`src/rtl/arbiter_pkg.sv`:
```
// Shared arbitration modes and owner-state encoding for the registered lock arbiter.
// Pure definitions; no timing or backpressure of its own.
package arbiter_pkg;

  localparam logic MODE_FIXED = 1'b0;
  localparam logic MODE_RR    = 1'b1;

  typedef enum logic {
    ST_IDLE,
    ST_OWNED
  } state_t;

endpackage

```
`src/rtl/rr_priority_select.sv`:
```
// Combinational winner select: fixed priority (index 0 first) or round-robin from ptr.
// Zero latency; no backpressure, masked requesters simply never win.
module rr_priority_select
  import arbiter_pkg::*;
#(
  parameter int INPUTS = 4,
  parameter int IDX_W  = $clog2(INPUTS)
) (
  input  logic [INPUTS-1:0] req,
  input  logic [INPUTS-1:0] mask,
  input  logic [IDX_W-1:0]  ptr,
  input  logic              mode,
  output logic [INPUTS-1:0] onehot,
  output logic [IDX_W-1:0]  idx,
  output logic              any
);

  logic [INPUTS-1:0]   eff;
  logic [2*INPUTS-1:0] dbl;

  assign eff = req & ~mask;
  assign dbl = {eff, eff};

  // Round-robin scans the doubled vector from ptr, so the upper copy provides the wrap.
  always_comb begin
    onehot = '0;
    idx    = '0;
    any    = 1'b0;
    for (int j = 0; j < 2*INPUTS; j++) begin
      if (!any && dbl[j] &&
          ((mode == MODE_RR) ? (j >= int'(ptr)) : (j < INPUTS))) begin
        any = 1'b1;
        idx = (j >= INPUTS) ? IDX_W'(j - INPUTS) : IDX_W'(j);
      end
    end
    if (any) onehot[idx] = 1'b1;
  end

endmodule

```
`src/rtl/rr_lock_arbiter.sv`:
```
// Registered N-way arbiter, fixed or round-robin, with owner lock bounded by MAX_HOLD; grant one cycle after req.
// No backpressure: a locked owner keeps the grant until it drops req/lock or hits the hold limit.
module rr_lock_arbiter
  import arbiter_pkg::*;
#(
  parameter int INPUTS   = 4,
  parameter int MAX_HOLD = 16,
  parameter int IDX_W    = $clog2(INPUTS)
) (
  input  logic              clk,
  input  logic              rst_n,
  input  logic              mode,
  input  logic [INPUTS-1:0] req,
  input  logic [INPUTS-1:0] lock,
  output logic [INPUTS-1:0] grant,
  output logic              grant_valid,
  output logic [IDX_W-1:0]  grant_idx
);

  localparam int HOLD_W = $clog2(MAX_HOLD);

  state_t            state, state_nxt;
  logic [IDX_W-1:0]  ptr, ptr_nxt;
  logic [HOLD_W-1:0] hold_cnt, hold_nxt;
  logic [INPUTS-1:0] grant_nxt;
  logic [IDX_W-1:0]  idx_nxt;

  logic              locked, timeout, keep, regrant;
  logic [INPUTS-1:0] sel_mask, sel_onehot;
  logic [IDX_W-1:0]  sel_idx;
  logic              sel_any;

  function automatic logic [IDX_W-1:0] wrap_inc(input logic [IDX_W-1:0] w);
    return (w == IDX_W'(INPUTS - 1)) ? '0 : w + IDX_W'(1);
  endfunction

  assign locked   = (state == ST_OWNED) && req[grant_idx] && lock[grant_idx];
  assign timeout  = locked && (hold_cnt == HOLD_W'(MAX_HOLD - 1));
  assign keep     = locked && !timeout;
  // On timeout the owner sits out one arbitration so others get a turn.
  assign sel_mask = timeout ? grant : '0;
  assign regrant  = timeout && !sel_any;

  rr_priority_select #(
    .INPUTS (INPUTS),
    .IDX_W  (IDX_W)
  ) u_select (
    .req    (req),
    .mask   (sel_mask),
    .ptr    (ptr),
    .mode   (mode),
    .onehot (sel_onehot),
    .idx    (sel_idx),
    .any    (sel_any)
  );

  always_ff @(posedge clk or negedge rst_n) begin
    if (!rst_n) state <= ST_IDLE;
    else        state <= state_nxt;
  end

  always_comb begin
    state_nxt = state;
    case (state)
      ST_IDLE:  state_nxt = sel_any ? ST_OWNED : ST_IDLE;
      ST_OWNED: state_nxt = (keep || regrant || sel_any) ? ST_OWNED : ST_IDLE;
      default:  state_nxt = ST_IDLE;
    endcase
  end

  always_comb begin
    grant_nxt = grant;
    idx_nxt   = grant_idx;
    ptr_nxt   = ptr;
    hold_nxt  = hold_cnt;
    if (keep) begin
      hold_nxt = hold_cnt + HOLD_W'(1);
    end else if (regrant) begin
      hold_nxt = '0;
      ptr_nxt  = wrap_inc(grant_idx);
    end else if (sel_any) begin
      grant_nxt = sel_onehot;
      idx_nxt   = sel_idx;
      ptr_nxt   = wrap_inc(sel_idx);
      hold_nxt  = '0;
    end else begin
      grant_nxt = '0;
      hold_nxt  = '0;
    end
  end

  always_ff @(posedge clk or negedge rst_n) begin
    if (!rst_n) begin
      grant       <= '0;
      grant_valid <= 1'b0;
      grant_idx   <= '0;
      ptr         <= '0;
      hold_cnt    <= '0;
    end else begin
      grant       <= grant_nxt;
      grant_valid <= |grant_nxt;
      grant_idx   <= idx_nxt;
      ptr         <= ptr_nxt;
      hold_cnt    <= hold_nxt;
    end
  end

  a_no_x_inputs: assert property (@(posedge clk) disable iff (!rst_n) !$isunknown({req, lock}));
  a_grant_onehot0: assert property (@(posedge clk) disable iff (!rst_n) $onehot0(grant));

endmodule

```
`config.mk`:
```
export PLATFORM = sky130hd
export DESIGN_NAME = rr_lock_arbiter
export DESIGN_NICKNAME = d
export VERILOG_FILES = /design/src/rtl/arbiter_pkg.sv /design/src/rtl/rr_priority_select.sv /design/src/rtl/rr_lock_arbiter.sv
export SDC_FILE = /design/constraint.sdc
export NUM_CORES = 1
export LEC_CHECK = 0
export CORE_MARGIN = 2
export CORE_UTILIZATION = 45
export CTS_BUF_LIST = sky130_fd_sc_hd__clkbuf_8
export CTS_CLUSTER_DIAMETER = 80
export DETAILED_ROUTE_END_ITERATION = 6
export PLACE_DENSITY_LB_ADDON = 0.1
export REMOVE_ABC_BUFFERS = 1
export SYNTH_ARGS = -nofsm -noshare
export SYNTH_HDL_FRONTEND = slang
export SYNTH_HIERARCHICAL = 1
export SYNTH_SLANG_ARGS = --single-unit
export TNS_END_PERCENT = 10
```
`constraint.sdc`:
```
create_clock -name clk -period 3 [get_ports clk]
set_clock_uncertainty 0.2 [all_clocks]
set_input_delay 0.6 -clock clk [delete_from_list [all_inputs] [get_ports clk]]
set_output_delay 0.6 -clock clk [all_outputs]
set_load 0.005 [all_outputs]
```
Word-level counts from Yosys, hierarchy flattened:

Index checks and enable logic that the tools add are counted.

* multiplexer cells: 37
* divide/modulo/power cells: 0
* multipliers: 0
* add/sub/neg operators: 3
* reductions and logical operators: 35
* shift operators: 0
* magnitude comparators: 6
* bitwise gates (word level): 5
* eq/ne operators: 3

Operator list (count)
* $logic_and 1x1->1: 20
* $mux 2: 10
* $mux 4: 5
* $mux 1: 18
* $logic_not 1->1: 9
* $lt 2x3->1 const B: 2
* $add 2x1->2 const B: 2
* $add 4x1->4 const B: 1
* $and 4x4->4: 1
* $bmux 1 s2: 2
* $eq 2x2->1 const B: 2
* $eq 4x4->1 const B: 1
* $ge 1x2->1 const A: 2
* $not 4->4: 1
* $reduce_or 4->1: 1
* $not 1->1: 3
* $reduce_and 3->1: 1
* $demux 1 s2: 1
* $ge 2x1->1 const B: 1
* $ge 2x2->1 const A: 1
* $logic_or 1x1->1: 2
* $pmux 1 s2: 1
* $reduce_and 2->1: 1
* $reduce_bool 2->1: 1

* flip-flop bits (word level): 14
* input port bits: 11
* memories kept: 0
* word-level logic and storage cells: 95
* latch bits: 0
* memory bits (read-only): 0
* bits in writable memories: 0
* output and inout port bits: 7

Depth between registers and ports, before layout:

* depth in word-level cells: 45
* depth in mapped cells: 11
* depth with buffers taken out: 11

By module:

The synthesis kept the hierarchy.

By module, submodules not included
* rr_lock_arbiter: instances 1, seq. area each 350.3 um^2, cells an instance 71, area each 778.2 um^2
* rr_priority_select: instances 1, seq. area each 0.0 um^2, cells an instance 30, area each 197.7 um^2

Worst setup path after synthesis:

Ideal clock, no wire load.

* path type: input to register
* start point: in lock[3]
* end point: reg ptr[1]
* arrival: 2.755 ns
* library setup time: 0.126 ns
* buffers on the path: 0
* required time: 2.674 ns
* stages: 11
* path slack: -0.081 ns
* path through: nand2_1 mux4_2 nor2_1 and2_1 nor2b_1 a21bo_1 a22oi_4 a31o_2 ha_1 a311o_1 o311a_1

* elaborated cells between the ends (all ways): 55
* those cells by class: add/sub (1); eq/ne (1); mux (21); bitwise (3); reduce/logical (29)

RTL lines
* start, declared: RTL line rr_lock_arbiter.sv:14 `input logic [INPUTS-1:0] lock,`
* $bmux 1 s2 (*): RTL line rr_lock_arbiter.sv:37 `assign locked = (state == ST_OWNED) && req[grant_idx] && lock[grant_idx];`
* $mux 1 (not written as such) (*): RTL line rr_lock_arbiter.sv:37
* $logic_and 1x1->1 (*): RTL line rr_lock_arbiter.sv:37
* $logic_and 1x1->1 (*): RTL line rr_lock_arbiter.sv:38 `assign timeout = locked && (hold_cnt == HOLD_W'(MAX_HOLD - 1));`
* $mux 4 (*): RTL line rr_lock_arbiter.sv:41 `assign sel_mask = timeout ? grant : '0;`
* via sel_mask[3]: RTL line rr_lock_arbiter.sv:29 `logic [INPUTS-1:0] sel_mask, sel_onehot;`
* $not 4->4 (*): RTL line rr_priority_select.sv:21 `assign eff = req & ~mask;`
* $and 4x4->4 (*): RTL line rr_priority_select.sv:21
* [14 not listed]
* $logic_not 1->1: RTL line rr_priority_select.sv:30 `if (!any && dbl[j] &&`
* $logic_and 1x1->1 (2 in series): RTL line rr_priority_select.sv:30
* $mux 2 (*): RTL line rr_priority_select.sv:30
* via sel_idx[0]: RTL line rr_lock_arbiter.sv:30 `logic [IDX_W-1:0] sel_idx;`
* $add 2x1->2 / $eq 2x2->1 (equally long branches): RTL line rr_lock_arbiter.sv:34 `return (w == IDX_W'(INPUTS - 1)) ? '0 : w + IDX_W'(1);`
* $mux 2 (*): RTL line rr_lock_arbiter.sv:34
* $mux 2 (*): RTL line rr_lock_arbiter.sv:81 `end else if (sel_any) begin`
* $mux 2 (*): RTL line rr_lock_arbiter.sv:78 `end else if (regrant) begin`
* end signal, assigned: RTL line rr_lock_arbiter.sv:103 `ptr <= ptr_nxt;`
* end, declared: RTL line rr_lock_arbiter.sv:23 `logic [IDX_W-1:0] ptr, ptr_nxt;`

Mark *: on every way through the listed nets, which the timed path passes. The rest lies on a longest branch. The select of a mux whose other input is x is not followed.
A chain may end at the register's enable or synchronous reset.

Worst setup path after layout:

* start point: in req[3]
* end point: reg ptr[1]

* elaborated cells between the ends (all ways): 56
* those cells by class: add/sub (1); eq/ne (1); mux (21); bitwise (3); reduce/logical (30)

RTL lines
* start, declared: RTL line rr_lock_arbiter.sv:13 `input logic [INPUTS-1:0] req,`
* $bmux 1 s2 (*): RTL line rr_lock_arbiter.sv:37
* $mux 1 (not written as such) (*): RTL line rr_lock_arbiter.sv:37
* $logic_and 1x1->1 (*) (2 in series): RTL line rr_lock_arbiter.sv:37
* $logic_and 1x1->1 (*): RTL line rr_lock_arbiter.sv:38
* $mux 4 (*): RTL line rr_lock_arbiter.sv:41
* via sel_mask[1]: RTL line rr_lock_arbiter.sv:29
* $not 4->4 (*): RTL line rr_priority_select.sv:21
* $and 4x4->4 (*): RTL line rr_priority_select.sv:21
* [22 not listed]
* $logic_not 1->1: RTL line rr_priority_select.sv:30
* $logic_and 1x1->1 (2 in series): RTL line rr_priority_select.sv:30
* $mux 2 (*): RTL line rr_priority_select.sv:30
* via sel_idx[1]: RTL line rr_lock_arbiter.sv:30
* $add 2x1->2 / $eq 2x2->1 (equally long branches): RTL line rr_lock_arbiter.sv:34
* $mux 2 (*): RTL line rr_lock_arbiter.sv:34
* $mux 2 (*): RTL line rr_lock_arbiter.sv:81
* $mux 2 (*): RTL line rr_lock_arbiter.sv:78

Marked as above.

==> results.toml <==
[outcome]
status = "complete, no violations"

[global_routing]
grt_first_pass_wirelength_microns = 5064
grt_max_degree = 15
antenna_found_initial = 0
grt.overflow.total = 0
grt_usage_pct = 27.01
grt_pass1_vias = 1112

[setup_path]
crit_start = "req[3]"
r2r-start = "grant_idx[1]$_DFFE_PN0P_"
start_kind = "input port"
critPathRequiredTime_ns = 2.92
worstPathArrival_ns = 2.89
critPathCaptureType = "flip-flop"
cp_max_fo = 5
path_class = "input port to flip-flop"

[routing]
final_antenna_net_count = 0
avgViaCountPerCell = 5.687
drt_iter0_markers = 46
drc = 0
wl_met3_microns = 163
routedWlPerCell_microns = 17.19
top_layer_used = "met4"
dr_total_vias = 1035
m1WireLength_microns = 1287
finalWirelength_microns = 3129
dr.pass1.iters = 4
dr_wl_met2_microns = 1587

[flow_run]
drv_cap = 0

[power_and_ir_drop]
switchingPower_mw = 0.3986
p_int_mw = 0.7031
leakage_nw = 0.7242
swShare_pct = 36.18
finalPower_mw = 1.102
ir_drop_mv = 0.4838
power-per-cell-area_nw_per_um2 = 708.4
power_frac_seq_pct = 29.9
p_clk_share_pct = 13.4
p_comb_share_pct = 56.7

[layout]
fillCellCount = 124
drive_above_1_share_pct = 49.03
syn2layout_area_growth_pct = 59.36
n_antenna_cell = 0
fin_nets = 171
fin_util_pct = 77.69

[worst_hold_path]
hold_path.class = "flip-flop to flip-flop"
worstHoldStart = "hold_cnt[0]$_DFF_PN0_"

[placement]
globalplace.congestion = 0.9459
hpwl_microns = 2202
portBuffers = 17
pre_cts_slack_ns = -0.7333

[floorplan]
die_w_microns = 50.57
fp.coreArea_sq_um = 2002
ioPinCount = 18
dieArea_sq_um = 2557
die_h_microns = 50.57
rows = 16
start_util_pct = 48.75

[clock_network]
cts_sinks = 14
htree_levels = 1
clk_pin_slew_ns = 0.05
cts_tree = "yes"
clk-insertion-delay-late_ns = 0.24
cts_buffers = 3
clockBufferDepth = 2
clockRootBuffer = "clkbuf_8"

[sta]
whs_ns = 0.2657
hold_viol_final = 0
timing.final.crit_share_pct = 98.81
setup_ws_ns = 0.03567
drv_slew = 0
setup_viol = 0
fmax_ghz = 0.3373
worst_pin_slew_ns = 0.6257
fin_crit_ns = 2.964
maxSlewHeadroom_pct = 58.15

[synth]
async_reset_ff_share_pct = 100.0
ys.flop_type = "dfrtp_1"
seq_area_frac_synth_pct = 35.90
synth-edff-count = 0
synth_area_sq_um = 975.9
synthCells = 101
yosysUniqueCellTypes = 38
ys_ff_latch = 14
yosysWarnings = 6
postSynthAreaPerCell_sq_um = 9.663
[power groups by stage]
stage                     sequential [mW]  combinational [mW]  clock (mW)
after detailed placement            0.330               0.529           0
after global placement              0.327               0.512           0
after floorplan                     0.326               0.257           0
after CTS                           0.329               0.603       0.153
final                               0.329               0.625       0.148
after global routing                0.338               0.673       0.160
[layout make-up]
class	count	area, sq um	area share [%]
Tap cell	27	33.78	2.172
Timing Repair Buffer	52	392.9	25.26
Clock buffer	3	41.29	2.655
Multi-Input combinational cell	82	721.9	46.42
Sequential cell	14	350.3	22.53
Inverter	4	15.01	0.9654
[per-stage QoR]
stage          instance area (sq um)  cells  TNS (ns)
2_1_floorplan                  972.2    100   -0.1562
3_3_place_gp                    1379    171    -4.088
3_5_place_dp                    1379    171    -4.901
4_1_cts                         1546    180         0
5_1_grt                         1555    182  -0.05463
6_report                        1555    182         0
[worst max-delay path, cell delays in order]
cell,delay [ns]
clkbuf_2,0.09
nand2_1,0.05
mux4_2,0.51
nor2_4,0.18
and2_4,0.17
nor2b_2,0.05
nor2_2,0.17
buf_4,0.15
nand3_4,0.09
a21oi_4,0.20
ha_4,0.22
a311o_1,0.31
o311a_1,0.11
[registers in the layout, summed over array words and instances (netlist names)]
| register | count |
|---|---|
| grant | 4 |
| hold_cnt | 4 |
| grant_idx | 2 |
| ptr | 2 |
| grant_valid | 1 |
| state | 1 |
[worst paths after layout]
check / to / slack, ns / cells after the start
min in group asynchronous: ptr[1]$_DFFE_PN0P_ / 0.55 / 1
worst min register to register: hold_cnt[0]$_DFF_PN0_ / 0.27 / 1
worst max-delay path: ptr[1]$_DFFE_PN0P_ / 0.04 / 13
worst max register to register: ptr[1]$_DFFE_PN0P_ / 0.12 / 11
max in group asynchronous: hold_cnt[3]$_DFF_PN0_ / 1.65 / 1
worst min-delay path: hold_cnt[0]$_DFF_PN0_ / 0.27 / 1
[Yosys cell counts (2+ instances only)]
library cell / count / area (sq um)
mux4_2: 2 / 45.04
o21ai_0: 2 / 10.01
or4_1: 2 / 15.01
a22o_1: 4 / 35.03
and2_1: 7 / 43.79
mux2_4: 2 / 30.03
nand2_1: 11 / 41.29
nand3_1: 4 / 20.02
nand3_2: 2 / 20.02
nor2b_1: 5 / 31.28
a21oi_1: 5 / 25.02
nor2_1: 10 / 37.54
ha_1: 3 / 37.54
dfrtp_1: 14 / 350.3
nor4_1: 2 / 12.51
inv_1: 4 / 15.01
[cell families (layout without fill, tap and decap cells)]
| group | Yosys count | in the layout | synth area share [%] |
|---|---|---|---|
| multiplexers | 5 | 5 | 8.718 |
| XOR/XNOR | 2 | 2 | 1.795 |
| adder cells (fa/ha/maj) | 3 | 3 | 3.847 |
| AO/OA/AOI/OAI | 25 | 25 | 22.44 |
| flip-flops | 14 | 14 | 35.90 |
| AND/OR/NAND/NOR | 47 | 47 | 25.38 |
| buffers and inverters | 5 | 59 | 1.922 |
[what timing repair did]
action / CTS / global route
endpoints found under the hold margin: 0 / 0
hold buffers: 0 / 0
gates resized for setup: 30 / 21
pin swaps: 11 / 11
endpoints found under the setup margin: 9 / 8
buffers inserted: 6 / 3
[placed cells by master, fill, tap and decap left out, types with 3 or more instances in the layout]
cell type and n:
buf_4 35, clkdlybuf4s50_1 9, nor2b_2 4, a22o_1 4
nor2_1 8, and2_1 3, nand2_1 10, and2_4 4
nand3_1 3, inv_1 4, dfrtp_1 14, clkbuf_2 8
clkbuf_8 3
[routing by layer]
layer	track usage, %	vias to the layer above
li1	-	488
met1	31.05	495
met2	48.68	44
met3	5.952	8
met4	9.910	0
met5	0	-
No activity file was read; power rests on OpenSTA's default activity.
